===== config.mk =====
export PLATFORM = sky130hd
export DESIGN_NAME = frame_stream_rx
export DESIGN_NICKNAME = d
export VERILOG_FILES = /design/src/rtl/frame_stream_rx.sv
export SDC_FILE = /design/constraint.sdc
export NUM_CORES = 1
export LEC_CHECK = 0
export ABC_AREA = 1
export BUFFER_PORTS_ARGS = -buffer_cell sky130_fd_sc_hd__buf_2
export CAP_MARGIN = 20
export CORE_ASPECT_RATIO = 0.75
export CORE_MARGIN = 3
export CORE_UTILIZATION = 47
export DETAILED_ROUTE_END_ITERATION = 8
export PLACE_DENSITY = 0.65
export REMOVE_ABC_BUFFERS = 1
export SYNTH_ARGS = -nofsm -noshare
export SYNTH_HDL_FRONTEND = slang
export SYNTH_SLANG_ARGS = --single-unit

===== constraint.sdc =====
create_clock -name clk -period 19.3 [get_ports clk]
set_input_delay 3.86 -clock clk [delete_from_list [all_inputs] [get_ports clk]]
set_output_delay 3.86 -clock clk [all_outputs]
set_load 0.02 [all_outputs]

===== src/rtl/frame_stream_rx.sv =====
// frame_stream_rx: magic-word hunting frame receiver with width/height header and a FWFT pixel FIFO
//   Optional trailer checksum: define FRAME_STREAM_RX_CHECKSUM_EN.
//   Ports: clk, rst (async active-high); s_data_i/s_vld_i/s_rdy_o byte input;
//   m_data_o/m_vld_o/m_rdy_i/m_sof_o/m_eol_o pixel output; width_o/height_o latched dims;
//   full_o/empty_o FIFO status; busy_o; frame_done_o/hdr_err_o/chk_err_o one-cycle pulses.
module frame_stream_rx #(
  parameter int          DATA_W     = 8,
  parameter int          DIM_BYTES  = 4,
  parameter logic [31:0] MAGIC      = 32'h4245474E,
  parameter int          FIFO_DEPTH = 16,
  parameter int          MAX_DIM    = 4096
) (
  input  logic                   clk,
  input  logic                   rst,
  input  logic [DATA_W-1:0]      s_data_i,
  input  logic                   s_vld_i,
  output logic                   s_rdy_o,
  output logic [DATA_W-1:0]      m_data_o,
  output logic                   m_vld_o,
  input  logic                   m_rdy_i,
  output logic                   m_sof_o,
  output logic                   m_eol_o,
  output logic [8*DIM_BYTES-1:0] width_o,
  output logic [8*DIM_BYTES-1:0] height_o,
  output logic                   full_o,
  output logic                   empty_o,
  output logic                   busy_o,
  output logic                   frame_done_o,
  output logic                   hdr_err_o,
  output logic                   chk_err_o
);
  localparam int DIM_W = 8 * DIM_BYTES;
  localparam int AW    = $clog2(FIFO_DEPTH);
  localparam int CW    = AW + 1;
  localparam int BW    = $clog2(DIM_BYTES + 1);
`ifdef FRAME_STREAM_RX_CHECKSUM_EN
  typedef enum logic [2:0] {HUNT, HDR_W, HDR_H, PIX, CHK} state_t;
`else
  typedef enum logic [1:0] {HUNT, HDR_W, HDR_H, PIX} state_t;
`endif
  state_t             state_q, state_d;
  logic [1:0]         k_q, k_d;
  logic [BW-1:0]      bcnt_q, bcnt_d;
  logic [DIM_W-1:0]   wsh_q, wsh_d, hsh_q, hsh_d, wsh_nx, hsh_nx;
  logic [DIM_W-1:0]   width_q, width_d, height_q, height_d;
  logic [DIM_W-1:0]   col_q, col_d, row_q, row_d;
  logic               done_q, done_d, herr_q, herr_d;
  logic [DATA_W+1:0]  mem [FIFO_DEPTH];
  logic [AW-1:0]      wp_q, rp_q;
  logic [CW-1:0]      cnt_q;
  logic               in_acc, push, pop, last_b, last_col, last_row, hdr_bad, magic_hit;
`ifdef FRAME_STREAM_RX_CHECKSUM_EN
  logic [DATA_W-1:0]  xor_q, xor_d;
  logic               cerr_q, cerr_d;
`endif
  assign s_rdy_o   = (state_q == PIX) ? !full_o : 1'b1;
  assign in_acc    = s_vld_i && s_rdy_o;
  assign push      = in_acc && (state_q == PIX);
  assign pop       = !empty_o && m_rdy_i;
  assign full_o    = cnt_q == CW'(FIFO_DEPTH);
  assign empty_o   = cnt_q == '0;
  assign m_vld_o   = !empty_o;
  assign {m_eol_o, m_sof_o, m_data_o} = mem[rp_q];
  assign busy_o    = state_q != HUNT;
  assign width_o   = width_q;
  assign height_o  = height_q;
  assign frame_done_o = done_q;
  assign hdr_err_o = herr_q;
  // ~k selects MAGIC byte k counted from the MSB end
  assign magic_hit = s_data_i == DATA_W'(MAGIC[{~k_q, 3'b000} +: 8]);
  assign wsh_nx    = DIM_W'({wsh_q, s_data_i[7:0]});
  assign hsh_nx    = DIM_W'({hsh_q, s_data_i[7:0]});
  assign last_b    = bcnt_q == BW'(DIM_BYTES - 1);
  assign last_col  = col_q == width_q - 1'b1;
  assign last_row  = row_q == height_q - 1'b1;
  // height is checked on the value being completed by the current byte
  assign hdr_bad   = wsh_q == '0 || wsh_q > DIM_W'(MAX_DIM) || hsh_nx == '0 || hsh_nx > DIM_W'(MAX_DIM);
  always_comb begin
    state_d  = state_q;
    k_d      = k_q;
    bcnt_d   = bcnt_q;
    wsh_d    = wsh_q;
    hsh_d    = hsh_q;
    width_d  = width_q;
    height_d = height_q;
    col_d    = col_q;
    row_d    = row_q;
    done_d   = 1'b0;
    herr_d   = 1'b0;
`ifdef FRAME_STREAM_RX_CHECKSUM_EN
    xor_d    = xor_q;
    cerr_d   = 1'b0;
`endif
    if (in_acc) begin
      case (state_q)
        HUNT: begin
          k_d     = magic_hit ? ((k_q == 2'd3) ? 2'd0 : k_q + 2'd1) : {1'b0, s_data_i == DATA_W'(MAGIC[31:24])};
          bcnt_d  = '0;
          state_d = (magic_hit && k_q == 2'd3) ? HDR_W : HUNT;
        end
        HDR_W: begin
          wsh_d   = wsh_nx;
          bcnt_d  = last_b ? '0 : bcnt_q + 1'b1;
          state_d = last_b ? HDR_H : HDR_W;
        end
        HDR_H: begin
          hsh_d  = hsh_nx;
          bcnt_d = last_b ? '0 : bcnt_q + 1'b1;
          if (last_b) begin
            herr_d   = hdr_bad;
            state_d  = hdr_bad ? HUNT : PIX;
            width_d  = hdr_bad ? width_q : wsh_q;
            height_d = hdr_bad ? height_q : hsh_nx;
            col_d    = '0;
            row_d    = '0;
`ifdef FRAME_STREAM_RX_CHECKSUM_EN
            xor_d    = '0;
`endif
          end
        end
        PIX: begin
          col_d = last_col ? '0 : col_q + 1'b1;
          row_d = last_col ? row_q + 1'b1 : row_q;
`ifdef FRAME_STREAM_RX_CHECKSUM_EN
          xor_d   = xor_q ^ s_data_i;
          state_d = (last_col && last_row) ? CHK : PIX;
`else
          done_d  = last_col && last_row;
          state_d = (last_col && last_row) ? HUNT : PIX;
`endif
        end
`ifdef FRAME_STREAM_RX_CHECKSUM_EN
        CHK: begin
          cerr_d  = s_data_i != xor_q;
          done_d  = 1'b1;
          state_d = HUNT;
        end
`endif
        default: state_d = HUNT;
      endcase
    end
  end
  always_ff @(posedge clk or posedge rst) begin
    if (rst) begin
      state_q  <= HUNT;
      k_q      <= '0;
      bcnt_q   <= '0;
      wsh_q    <= '0;
      hsh_q    <= '0;
      width_q  <= '0;
      height_q <= '0;
      col_q    <= '0;
      row_q    <= '0;
      done_q   <= 1'b0;
      herr_q   <= 1'b0;
      wp_q     <= '0;
      rp_q     <= '0;
      cnt_q    <= '0;
    end else begin
      state_q  <= state_d;
      k_q      <= k_d;
      bcnt_q   <= bcnt_d;
      wsh_q    <= wsh_d;
      hsh_q    <= hsh_d;
      width_q  <= width_d;
      height_q <= height_d;
      col_q    <= col_d;
      row_q    <= row_d;
      done_q   <= done_d;
      herr_q   <= herr_d;
      wp_q     <= push ? wp_q + 1'b1 : wp_q;
      rp_q     <= pop ? rp_q + 1'b1 : rp_q;
      cnt_q    <= cnt_q + CW'(push) - CW'(pop);
    end
  end
  always_ff @(posedge clk) begin
    if (push) mem[wp_q] <= {last_col, col_q == '0 && row_q == '0, s_data_i};
  end
`ifdef FRAME_STREAM_RX_CHECKSUM_EN
  always_ff @(posedge clk or posedge rst) begin
    if (rst) begin
      xor_q  <= '0;
      cerr_q <= 1'b0;
    end else begin
      xor_q  <= xor_d;
      cerr_q <= cerr_d;
    end
  end
  assign chk_err_o = cerr_q;
`else
  assign chk_err_o = 1'b0;
`endif
endmodule


==> results by group, run 1 <==
Run status
  • Status: complete, no violations

Routing
  • WL per Instance: 17.6 um
  • Drt via density: 5.32
  • Post-route ant nets: 0
  • Detailed Route WL: 51200 um
  • Final routed DRC violation total: 0
  • DRT Pass-1 Iters: 5
  • DRT iter0 DRCs: 1596
  • Via count: 15.5k

Power and ir drop
  • Peak VDD IR: 0.0649 mV
  • Total Power: 1.95 mW
  • P_leak: 10.2 nW
  • PwrDens: 89.3 mW/mm^2

Final layout
  • Layout area overhead: 11.4%
  • Antenna Cells: 0
  • Commonest non-fill, non-tap cells in the layout: 492 x nand2_1, 275 x inv_1, 241 x nor2_1, 205 x dfrtp_1, 160 x edfxtp_1
  • Final core utilization: 53.3%
  • Commonest non-fill, non-tap cell in the layout: nand2_1
  • Final nets: 2366
  • Share of layout cells above drive strength 1: 11.7%

GRT
  • Remaining Overflow, GRT: 0
  • Gr usage total: 23.0%
  • Largest net degree at the start of global routing: 86
  • Vias in the first global route: 14.4k
  • First-pass GRT wire length: 81200 um
  • Initial antenna violation count: 0

Worst setup path
  • Slowest-stage cell, CP: dfrtp_4
  • Crit-path max FO: 64
  • CP startpoint: rp_q[0]$_DFFE_PP0P_
  • Worst path max stage delay: 870 ps
  • CP arrival: 2980 ps
  • Setup CP Type: flip-flop to output port
  • Critical path required time: 15440 ps
  • Worst r2r src: state_q[0]$_DFFE_PP0P_
  • Endpoint class of the critical path: output port
  • R2r setup slk: 15790 ps
  • Crit path buf inv count: 2
  • Critical path's top delay family: flip-flops
  • CP cell instances: buf_4 > mux2i_1 > o21ai_0 > o211ai_1 > nand2_1 > buf_2
  • Startpoint type of the worst setup path: flip-flop

CTS
  • Post-CTS Setup Bufs: 0
  • CTS Sinks: 366
  • CTS max path bufs: 3
  • Cts hold-fix bufs: 0
  • Num CTS Buffers: 40
  • CTS tree: built
  • Root Driver: clkbuf_16
  • Clock Latency Late Sink: 550 ps
  • Clk slew on worst S/H paths: 60 ps
  • Htree depth: 2
  • Post-cts resize count: 0

Flow run
  • Maxcap violations: 0

STA
  • RSZ-0062 raised after global routing: false
  • Max-Slew Margin vs Limit: 22.2%
  • Final hold vios: 0
  • Period utilisation layout: 35.4%
  • Minimum clock period: 6840 ps
  • Max Fclk: 0.146 GHz
  • Max-slew violations: 0
  • Final worst slack: 12460 ps
  • Worst-Margin Slew: 1160 ps
  • Setup violators final: 0
  • Clock skew: 16.4 ps
  • Setup TNS: 0 ps

Floorplanning
  • # rows: 64
  • Core Region: 0.0410 mm^2
  • Die width: 242 um
  • Initial Util: 47.8%
  • Full die area: 0.0442 mm^2
  • Die Y: 183 um
  • Ports: 94

Worst hold path
  • Worst Hold Class: flip-flop to flip-flop
  • Hold_sp: wsh_q[30]$_DFFE_PP0P_

Synth
  • Cell area after synthesis: 0.0196 mm^2
  • Sequential area share after synthesis: 50.8%
  • Synth Warn #: 0
  • EDFF count, synth: 160
  • Mean Syn Cell Area: 8.65 um^2
  • Primary FF master, synth: dfrtp_1
  • Post-Synthesis Cells: 2266
  • Ys async rst share: 56.3%
  • Post-synth cell types: 50
  • Yosys reg bits: 366

Placement
  • Final Wtd Congestion: 0.945
  • Pre-CTS setup slack: 13020 ps
  • I/O Buffers: 92
  • Post-detail-place hpwl: 37200 um
## layer usage
metal  up-vias  routed length (um)  global-route usage (%)
met3        68                3840                    4.28
met1      7347               25400                    36.5
li1       7577                   -                       -
met4         0                 964                    5.33
met2       529               21000                    32.5
met5         -                   0                       0
## Yosys cell counts, types with 3 or more instances
cell	n	area (um^2)
nor2_4	5	56.3
nor2_2	10	62.6
mux2_2	4	45.0
xnor2_1	39	342
nor4_1	40	250
o31ai_1	3	22.5
nand2_1	493	1850
o21ai_0	157	786
nand3b_1	26	195
nand4_1	46	288
nand3_1	89	445
nor2_1	241	905
clkbuf_1	70	263
nor3_1	34	170
a21o_1	3	22.5
or2_2	14	87.6
ha_1	26	325
o21bai_1	7	52.6
edfxtp_1	160	4800
buf_6	8	90.1
xor2_1	66	578
nand2_2	21	131
buf_2	3	15.0
dfrtp_1	206	5150
nor3b_1	3	22.5
a21oi_1	63	315
o211ai_1	40	300
o21ai_2	33	289
mux2i_1	40	400
buf_1	10	37.5
o21ai_1	6	30.0
inv_1	276	1040
## worst min-delay path, cell delays in order, from the launching register on
cell and delay (ps):
dfrtp_1 340, nand2_1 50, nand2_1 40
## sequential cells by signal, summed over array words and instances, names as in the netlist, 2 cells and up
register,count
mem,160
wp_q,4
col_q,32
bcnt_q,3
wsh_q,32
height_o,32
cnt_q,5
rp_q,4
k_q,2
hsh_q,24
width_o,32
row_q,32
state_q,2
## logic make-up (layout without fill, tap and decap cells)
| kind of cell | count (synthesis) | after routing | share of synthesized area [%] |
|---|---|---|---|
| AOI/OAI and AO/OA | 319 | 319 | 9.60 |
| xor gates and xnor gates | 105 | 105 | 4.69 |
| adders and majority gates | 27 | 27 | 1.76 |
| buffers and inverters | 372 | 463 | 7.49 |
| DFF | 366 | 366 | 50.8 |
| muxes | 44 | 44 | 2.27 |
| other | 1 | 1 | 0.0191 |
| and+or+nand+nor | 1032 | 1032 | 23.4 |
## power breakdown
group	internal (mW)	leakage [nW]	total [mW]	switching [mW]
Sequential	0.824	4.34	0.855	0.0312
Clock	0.451	0.642	0.771	0.320
Combinational	0.116	5.22	0.323	0.208
## metrics by stage
stage / hold WS, ps / area, um^2 / instances
floorplan: 442 / 19200 / 2173
global placement: 461 / 20500 / 2840
detailed placement: 462 / 20500 / 2840
CTS: 478 / 21800 / 2912
global route: 494 / 21800 / 2918
finish: 474 / 21800 / 2918
## final cells by class
class                      instances  area, um^2
fill                            3820       19200
sequential                       366        9960
tap                              561         702
clock buffer                      53        1120
inverter                         279        1050
multi-input combinational       1528        8190
clock inverter                    19         194
timing repair buffer             112         611
## path summary, 6_finish.rpt
check                                   endpoint  depth (start not counted)
setup / recovery                     m_data_o[4]                          6
hold / removal             wsh_q[30]$_DFFE_PP0P_                          2
setup reg to reg            mem[11][6]$_DFFE_PP_                          9
hold reg to reg            wsh_q[30]$_DFFE_PP0P_                          2
max in group asynchronous   col_q[4]$_DFFE_PP0P_                          3
min in group asynchronous  row_q[30]$_DFFE_PP0P_                          2
(Power assumes the default switching activity.)
==> run 2, diff against run 1 <==
--- a/config.mk
+++ b/config.mk
@@ -5,14 +5,14 @@
 export SDC_FILE = /design/constraint.sdc
 export NUM_CORES = 1
 export LEC_CHECK = 0
-export ABC_AREA = 1
+export ABC_AREA = 0
 export BUFFER_PORTS_ARGS = -buffer_cell sky130_fd_sc_hd__buf_2
 export CAP_MARGIN = 20
 export CORE_ASPECT_RATIO = 0.75
 export CORE_MARGIN = 3
 export CORE_UTILIZATION = 47
 export DETAILED_ROUTE_END_ITERATION = 8
-export PLACE_DENSITY = 0.65
+export PLACE_DENSITY = 0.67
 export REMOVE_ABC_BUFFERS = 1
 export SYNTH_ARGS = -nofsm -noshare
 export SYNTH_HDL_FRONTEND = slang
==> constraint.sdc (replaced) <==
create_clock -name clk -period 6.22 [get_ports clk]
set_input_delay 1.244 -clock clk [delete_from_list [all_inputs] [get_ports clk]]
set_output_delay 1.244 -clock clk [all_outputs]
set_load 0.02 [all_outputs]
==> results by group, run 2 <==
Floorplanning
  • Initial Util: 48.5% (+0.64 points)
  • Full die area: 0.0400 mm^2 (-9.5%)
  • Die width: 230 um (-4.9%)
  • # rows: 60 (-6.3%)
  • Ports: 94 (unchanged)
  • Core Region: 0.0365 mm^2 (-11%)
  • Die Y: 174 um (-4.9%)

STA
  • Period utilisation layout: 71.6%
  • Setup TNS: 0 ps (unchanged)
  • Max-Slew Margin vs Limit: 27.8% (+5.6 points)
  • Final hold vios: 0 (unchanged)
  • Clock skew: 19.5 ps (+3.13 ps)
  • Max Fclk: 0.225 GHz
  • Minimum clock period: 4450 ps
  • RSZ-0062 raised after global routing: false
  • Max-slew violations: 0 (unchanged)
  • Setup violators final: 0 (unchanged)
  • Worst-Margin Slew: 1080 ps (-81.7 ps)

Worst setup path
  • Crit-path max FO: 25 (-61%)
  • CP arrival: 3210 ps (+230 ps)
  • Endpoint class of the critical path: output port
  • Critical path required time: 4980 ps (-10460 ps)
  • Startpoint type of the worst setup path: flip-flop
  • Setup CP Type: flip-flop to output port

Routing
  • Final routed DRC violation total: 0 (unchanged)
  • Detailed Route WL: 43000 um (-16%)
  • Drt via density: 5.88 (+10%)
  • WL per Instance: 21.4 um (+22%)
  • Post-route ant nets: 0 (unchanged)
  • DRT iter0 DRCs: 1382 (-13%)
  • DRT Pass-1 Iters: 5 (unchanged)
  • Via count: 11.8k (-24%)

CTS
  • Clk slew on worst S/H paths: 60 ps (about the same)
  • Cts hold-fix bufs: 0 (unchanged)
  • Clock Latency Late Sink: 550 ps (about the same)
  • Post-CTS Setup Bufs: 0 (unchanged)
  • CTS max path bufs: 3 (unchanged)
  • CTS tree: built
  • CTS Sinks: 366 (unchanged)
  • Post-cts resize count: 0 (unchanged)
  • Htree depth: 2 (unchanged)
  • Root Driver: clkbuf_16
  • Num CTS Buffers: 39 (-2.5%)

Power and ir drop
  • Peak VDD IR: 0.156 mV (+140%)
  • Sequential share of power: 46.8% (+2.9 points)
  • Sw Share: 26.0% (-2.7 points)
  • Total Power: 5.75 mW (+200%)
  • P_leak: 8.55 nW (-16%)
  • Share of total power in the clock network: 39.2% (-0.3 points)
  • Pint: 4.26 mW (+210%)
  • Logic pwr share: 14.0% (-2.6 points)
  • Sw Pwr: 1.50 mW (+170%)
  • PwrDens: 290 mW/mm^2 (+220%)

GRT
  • Largest net degree at the start of global routing: 98 (+14%)
  • Initial antenna violation count: 0 (unchanged)
  • First-pass GRT wire length: 68300 um (-16%)
  • Vias in the first global route: 11.5k (-20%)
  • Gr usage total: 21.7% (-1.4 points)
  • Remaining Overflow, GRT: 0 (unchanged)

Synth
  • Primary FF master, synth: dfrtp_1
  • Most area-consuming cells after synthesis: dfrtp_1 29%, edfxtp_1 27%, mux4_2 6.4%
  • Yosys reg bits: 366 (unchanged)
  • Cell area after synthesis: 0.0177 mm^2 (-9.8%)
  • Synth Warn #: 0 (unchanged)
  • Ys async rst share: 56.3% (unchanged)
  • Synth area leader: dfrtp_1
  • EDFF count, synth: 160 (unchanged)
  • Sequential area share after synthesis: 56.3% (+5.5 points)
  • Synth cell count leaders: 206 x dfrtp_1, 160 x edfxtp_1, 86 x nor2_1
  • Mean Syn Cell Area: 12.5 um^2 (+44%)
  • Post-synth cell types: 66 (+32%)
  • Most instantiated library cell after synthesis: dfrtp_1
  • Post-Synthesis Cells: 1415 (-38%)
  • Yosys top cell area share: 29.2% (+2.9 points)

Final layout
  • Share of layout cells above drive strength 1: 20.8% (+9.1 points)
  • Seq. cell area: 0.00996 mm^2 (about the same)
  • Layout area overhead: 12.2%
  • Max reg flops: 160 (unchanged)
  • Design area: 0.0198 mm^2 (-9.1%)
  • Fillers: 3108 (-19%)
  • Area of the multi-input gates: 0.00732 mm^2 (-11%)
  • Final nets: 1527 (-35%)
  • Most flops, register: mem
  • Antenna Cells: 0 (unchanged)
  • Commonest non-fill, non-tap cells in the layout: 205 x dfrtp_1, 160 x edfxtp_1, 92 x buf_2, 86 x nor2_1, 83 x mux2_2
  • Commonest non-fill, non-tap cell in the layout: dfrtp_1
  • Post-route insts no fill: 2011 (-31%)

Run status
  • Status: complete, no violations

Placement
  • Final Wtd Congestion: 0.903 (-4.5%)
  • Post-placement cell area: 0.0186 mm^2 (-9.2%)
  • Post-detail-place hpwl: 28900 um (-22%)
  • Placed Cells incl. Taps: 1942 (-32%)
  • I/O Buffers: 92 (unchanged)

Worst hold path
  • Worst Hold Class: flip-flop to flip-flop

Flow run
  • Maxcap violations: 0 (unchanged)
run 2: kinds of logic after synthesis:
logic type                 Yosys count  synth area share, %
buffers and inverters              109                 2.35
adders and majority gates           27                 1.95
AOI/OAI and AO/OA                  131                 4.62
muxes                              142                 12.2
DFF                                366                 56.3
xor gates and xnor gates           135                 6.73
and+or+nand+nor                    504                 15.8
other                                1               0.0212
run 2: layer usage:
layer  share of wire [%]  GRT usage (%)  up-vias
met5                   0              0        -
met4                 1.9           5.19        0
met3                 8.3           3.80       58
met2                  41           29.6      437
met1                  49           35.5     5931
li1                    -              -     5390
run 2: final timing paths:
kind	startpoint	endpoint	cells past startpoint	slack (ps)
min	bcnt_q[1]$_DFFE_PP0P_	bcnt_q[1]$_DFFE_PP0P_	2	490
min reg2reg	bcnt_q[1]$_DFFE_PP0P_	bcnt_q[1]$_DFFE_PP0P_	2	490
min in group asynchronous	rst	height_o[8]$_DFFE_PP0P_	2	780
max in group asynchronous	rst	width_o[6]$_DFFE_PP0P_	3	4140
max reg2reg	width_o[0]$_DFFE_PP0P_	col_q[23]$_DFFE_PP0P_	11	1840
max	rp_q[0]$_DFFE_PP0P_	m_data_o[2]	4	1770
run 2: critical path: stages (launching register included):
cell and delay [ps]:
dfrtp_2 900, buf_4 490, mux4_2 590, mux4_2 490
buf_2 180
run 2: final cells by class:
type / instances / area share, %
clock buffers: 49 / 5.26
clock inverters: 19 / 0.934
well taps: 496 / 3.13
repair buffers: 106 / 2.88
inverters: 35 / 0.700
multi-input cells: 940 / 36.9
flip-flops and latches: 366 / 50.2
run 2: through the flow:
stage                     hold slack [ps]  util (%)  setup slack (ps)
after floorplan                       454         -              -648
after global placement                473      51.0              1910
after detailed placement              480      51.0              1830
after CTS                             493      54.3              1670
after global routing                  522      54.4              1450
final                                 487      54.4              1770
run 2: power by group through the flow:
stage / Combinational [mW] / Sequential, mW / Clock, mW
final: 0.807 / 2.69 / 2.26
after global routing: 0.876 / 2.71 / 2.40
after CTS: 0.822 / 2.69 / 2.30
after detailed placement: 0.820 / 2.74 / 0
after global placement: 0.808 / 2.74 / 0
after floorplan: 0.557 / 2.76 / 0
==> run 3, diff against run 2 <==
--- a/config.mk
+++ b/config.mk
@@ -5,7 +5,7 @@
 export SDC_FILE = /design/constraint.sdc
 export NUM_CORES = 1
 export LEC_CHECK = 0
-export ABC_AREA = 0
+export ABC_AREA = 1
 export BUFFER_PORTS_ARGS = -buffer_cell sky130_fd_sc_hd__buf_2
 export CAP_MARGIN = 20
 export CORE_ASPECT_RATIO = 0.75
==> constraint.sdc (replaced) <==
create_clock -name clk -period 3.7 [get_ports clk]
set_input_delay 0.74 -clock clk [delete_from_list [all_inputs] [get_ports clk]]
set_output_delay 0.74 -clock clk [all_outputs]
set_load 0.02 [all_outputs]
==> results by group, run 3 (same netlist as run 1, synthesis figures left out) <==
Run status
  • Status: complete, no violations

CTS
  • Num CTS Buffers: 39 (unchanged)
  • CTS tree: built
  • CTS max path bufs: 3 (unchanged)
  • Root Driver: clkbuf_16
  • Post-CTS Setup Bufs: 0 (unchanged)
  • CTS Sinks: 366 (unchanged)
  • Post-cts resize count: 0 (unchanged)
  • Cts hold-fix bufs: 0 (unchanged)
  • Clk slew on worst S/H paths: 70 ps (about the same)
  • Clock Latency Late Sink: 550 ps (about the same)
  • Htree depth: 2 (unchanged)

Routing
  • Detailed Route WL: 51800 um (+20%)
  • Wire length on met3: 4480 um (+26%)
  • Post-route ant nets: 0 (unchanged)
  • Final routed DRC violation total: 0 (unchanged)
  • Metal2 WL: 21200 um (+20%)
  • WL per Instance: 17.6 um (-18%)
  • Wl on met1: 25000 um (+19%)
  • Drt via density: 5.38 (-8.5%)
  • Via count: 15.8k (+34%)
  • Top sig layer: met4
  • DRT Pass-1 Iters: 6 (+1)
  • DRT iter0 DRCs: 1568 (+13%)

GRT
  • Gr usage total: 23.2% (+1.6 points)
  • Largest net degree at the start of global routing: 108 (+10%)
  • Initial antenna violation count: 0 (unchanged)
  • First-pass GRT wire length: 82200 um (+20%)
  • Remaining Overflow, GRT: 0 (unchanged)
  • Vias in the first global route: 14.6k (+28%)

Final layout
  • Final nets: 2386 (+56%)
  • Layout area overhead: 12.4%
  • Most flops, register: mem
  • Antenna Cells: 0 (unchanged)
  • Share of layout cells above drive strength 1: 12.5% (-8.3 points)
  • Final core utilization: 53.8% (-0.62 points)
  • Commonest non-fill, non-tap cell in the layout: nand2_1
  • Max reg flops: 160 (unchanged)
  • Commonest non-fill, non-tap cells in the layout: 492 x nand2_1, 275 x inv_1, 241 x nor2_1, 205 x dfrtp_1, 160 x edfxtp_1
  • Fillers: 3738 (+20%)

STA
  • Worst-Margin Slew: 791 ps (-290 ps)
  • Max-slew violations: 0 (unchanged)
  • Period utilisation layout: 90.5%
  • Clock skew: 21.6 ps (+2.06 ps)
  • Final hold vios: 0 (unchanged)
  • RSZ-0062 raised after global routing: false
  • Max-Slew Margin vs Limit: 47.1% (+19 points)
  • Max Fclk: 0.299 GHz
  • Minimum clock period: 3350 ps
  • Hold Slack: 332 ps (-155 ps)
  • Setup violators final: 0 (unchanged)

Floorplanning
  • Ports: 94 (unchanged)
  • Die Y: 183 um (+5.1%)
  • Die width: 242 um (+5.2%)
  • Core Region: 0.0410 mm^2 (+12%)
  • Initial Util: 47.8% (-0.64 points)
  • # rows: 64 (+6.7%)
  • Full die area: 0.0442 mm^2 (+11%)

Placement
  • I/O Buffers: 92 (unchanged)
  • Final Wtd Congestion: 0.958 (+6.1%)
  • Post-detail-place hpwl: 37900 um (+31%)

Worst setup path
  • CP cell instances: buf_12 > mux2i_1 > o211ai_1 > nand3_1 > nand2_1 > buf_2
  • Crit-path max FO: 53 (+110%)
  • Critical path required time: 2960 ps (-2020 ps)
  • Critical path's top delay family: flip-flops
  • Worst path max stage delay: 890 ps (about the same)
  • Startpoint type of the worst setup path: flip-flop
  • CP arrival: 2610 ps (-600 ps)
  • Slowest-stage cell, CP: dfrtp_4
  • Setup CP Type: flip-flop to output port
  • Endpoint class of the critical path: output port
  • Crit path buf inv count: 2 (unchanged)

Power and ir drop
  • PwrDens: 467 mW/mm^2 (+61%)
  • Peak VDD IR: 0.332 mV (+110%)
  • Pint: 7.28 mW (+71%)
  • Share of total power in the clock network: 39.1% (about the same)
  • Sw Pwr: 3.02 mW (+100%)
  • Logic pwr share: 17.2% (+3.2 points)
  • Sequential share of power: 43.7% (-3.1 points)
  • P_leak: 10.3 nW (+21%)
  • Sw Share: 29.3% (+3.3 points)

Flow run
  • Maxcap violations: 0 (unchanged)

Worst hold path
  • Worst Hold Class: input port to asynchronous set/reset pin
==> run 3: power by group through the flow <==
stage                     combinational [mW]  sequential, mW  clock [mW]
final                                   1.77            4.50        4.02
after global routing                    1.95            4.51        4.28
after CTS                               1.78            4.50        4.09
after detailed placement                1.78            4.58           0
after global placement                  1.72            4.57           0
after floorplan                         1.08            4.64           0
==> run 3: layout make-up <==
type	count	area (um^2)	share of cell area, %
flip-flops and latches	366	9960	45.2
multi-input cells	1528	8190	37.1
clock buffers	51	1060	4.81
inverters	279	1050	4.79
repair buffers	133	818	3.71
well taps	561	702	3.18
clock inverters	20	253	1.15
==> run 3: path summary, 6_finish.rpt <==
kind,from,endpoint,slack [ps],cells past startpoint
setup / recovery,rp_q[0]$_DFFE_PP0P_,m_data_o[5],350,6
hold / removal,rst,row_q[27]$_DFFE_PP0P_,330,2
setup reg to reg,cnt_q[3]$_DFF_PP0_,cnt_q[4]$_DFF_PP0_,560,16
hold reg to reg,hsh_q[6]$_DFFE_PP0P_,hsh_q[6]$_DFFE_PP0P_,490,2
max in group asynchronous,rst,bcnt_q[2]$_DFFE_PP0P_,2510,3
min in group clk,hsh_q[6]$_DFFE_PP0P_,hsh_q[6]$_DFFE_PP0P_,490,2
==> run 3: metal layers <==
layer | track usage, % | up-vias
li1 | - | 7610
met1 | 36.8 | 7534
met2 | 33.2 | 581
met3 | 3.77 | 74
met4 | 5.29 | 0
met5 | 0 | -
==> run 3: through the flow <==
step           setup WS (ps)  total power, mW  setup TNS, ps  cells  area, um^2
5_1_grt                  189             10.7              0   2938       22000
3_3_place_gp             733             6.28              0   2867       20700
4_1_cts                  359             10.4              0   2938       22000
3_5_place_dp             582             6.35              0   2867       20700
2_1_floorplan          -2660             5.73        -590990   2173       19200
6_report                 353             10.3              0   2938       22000
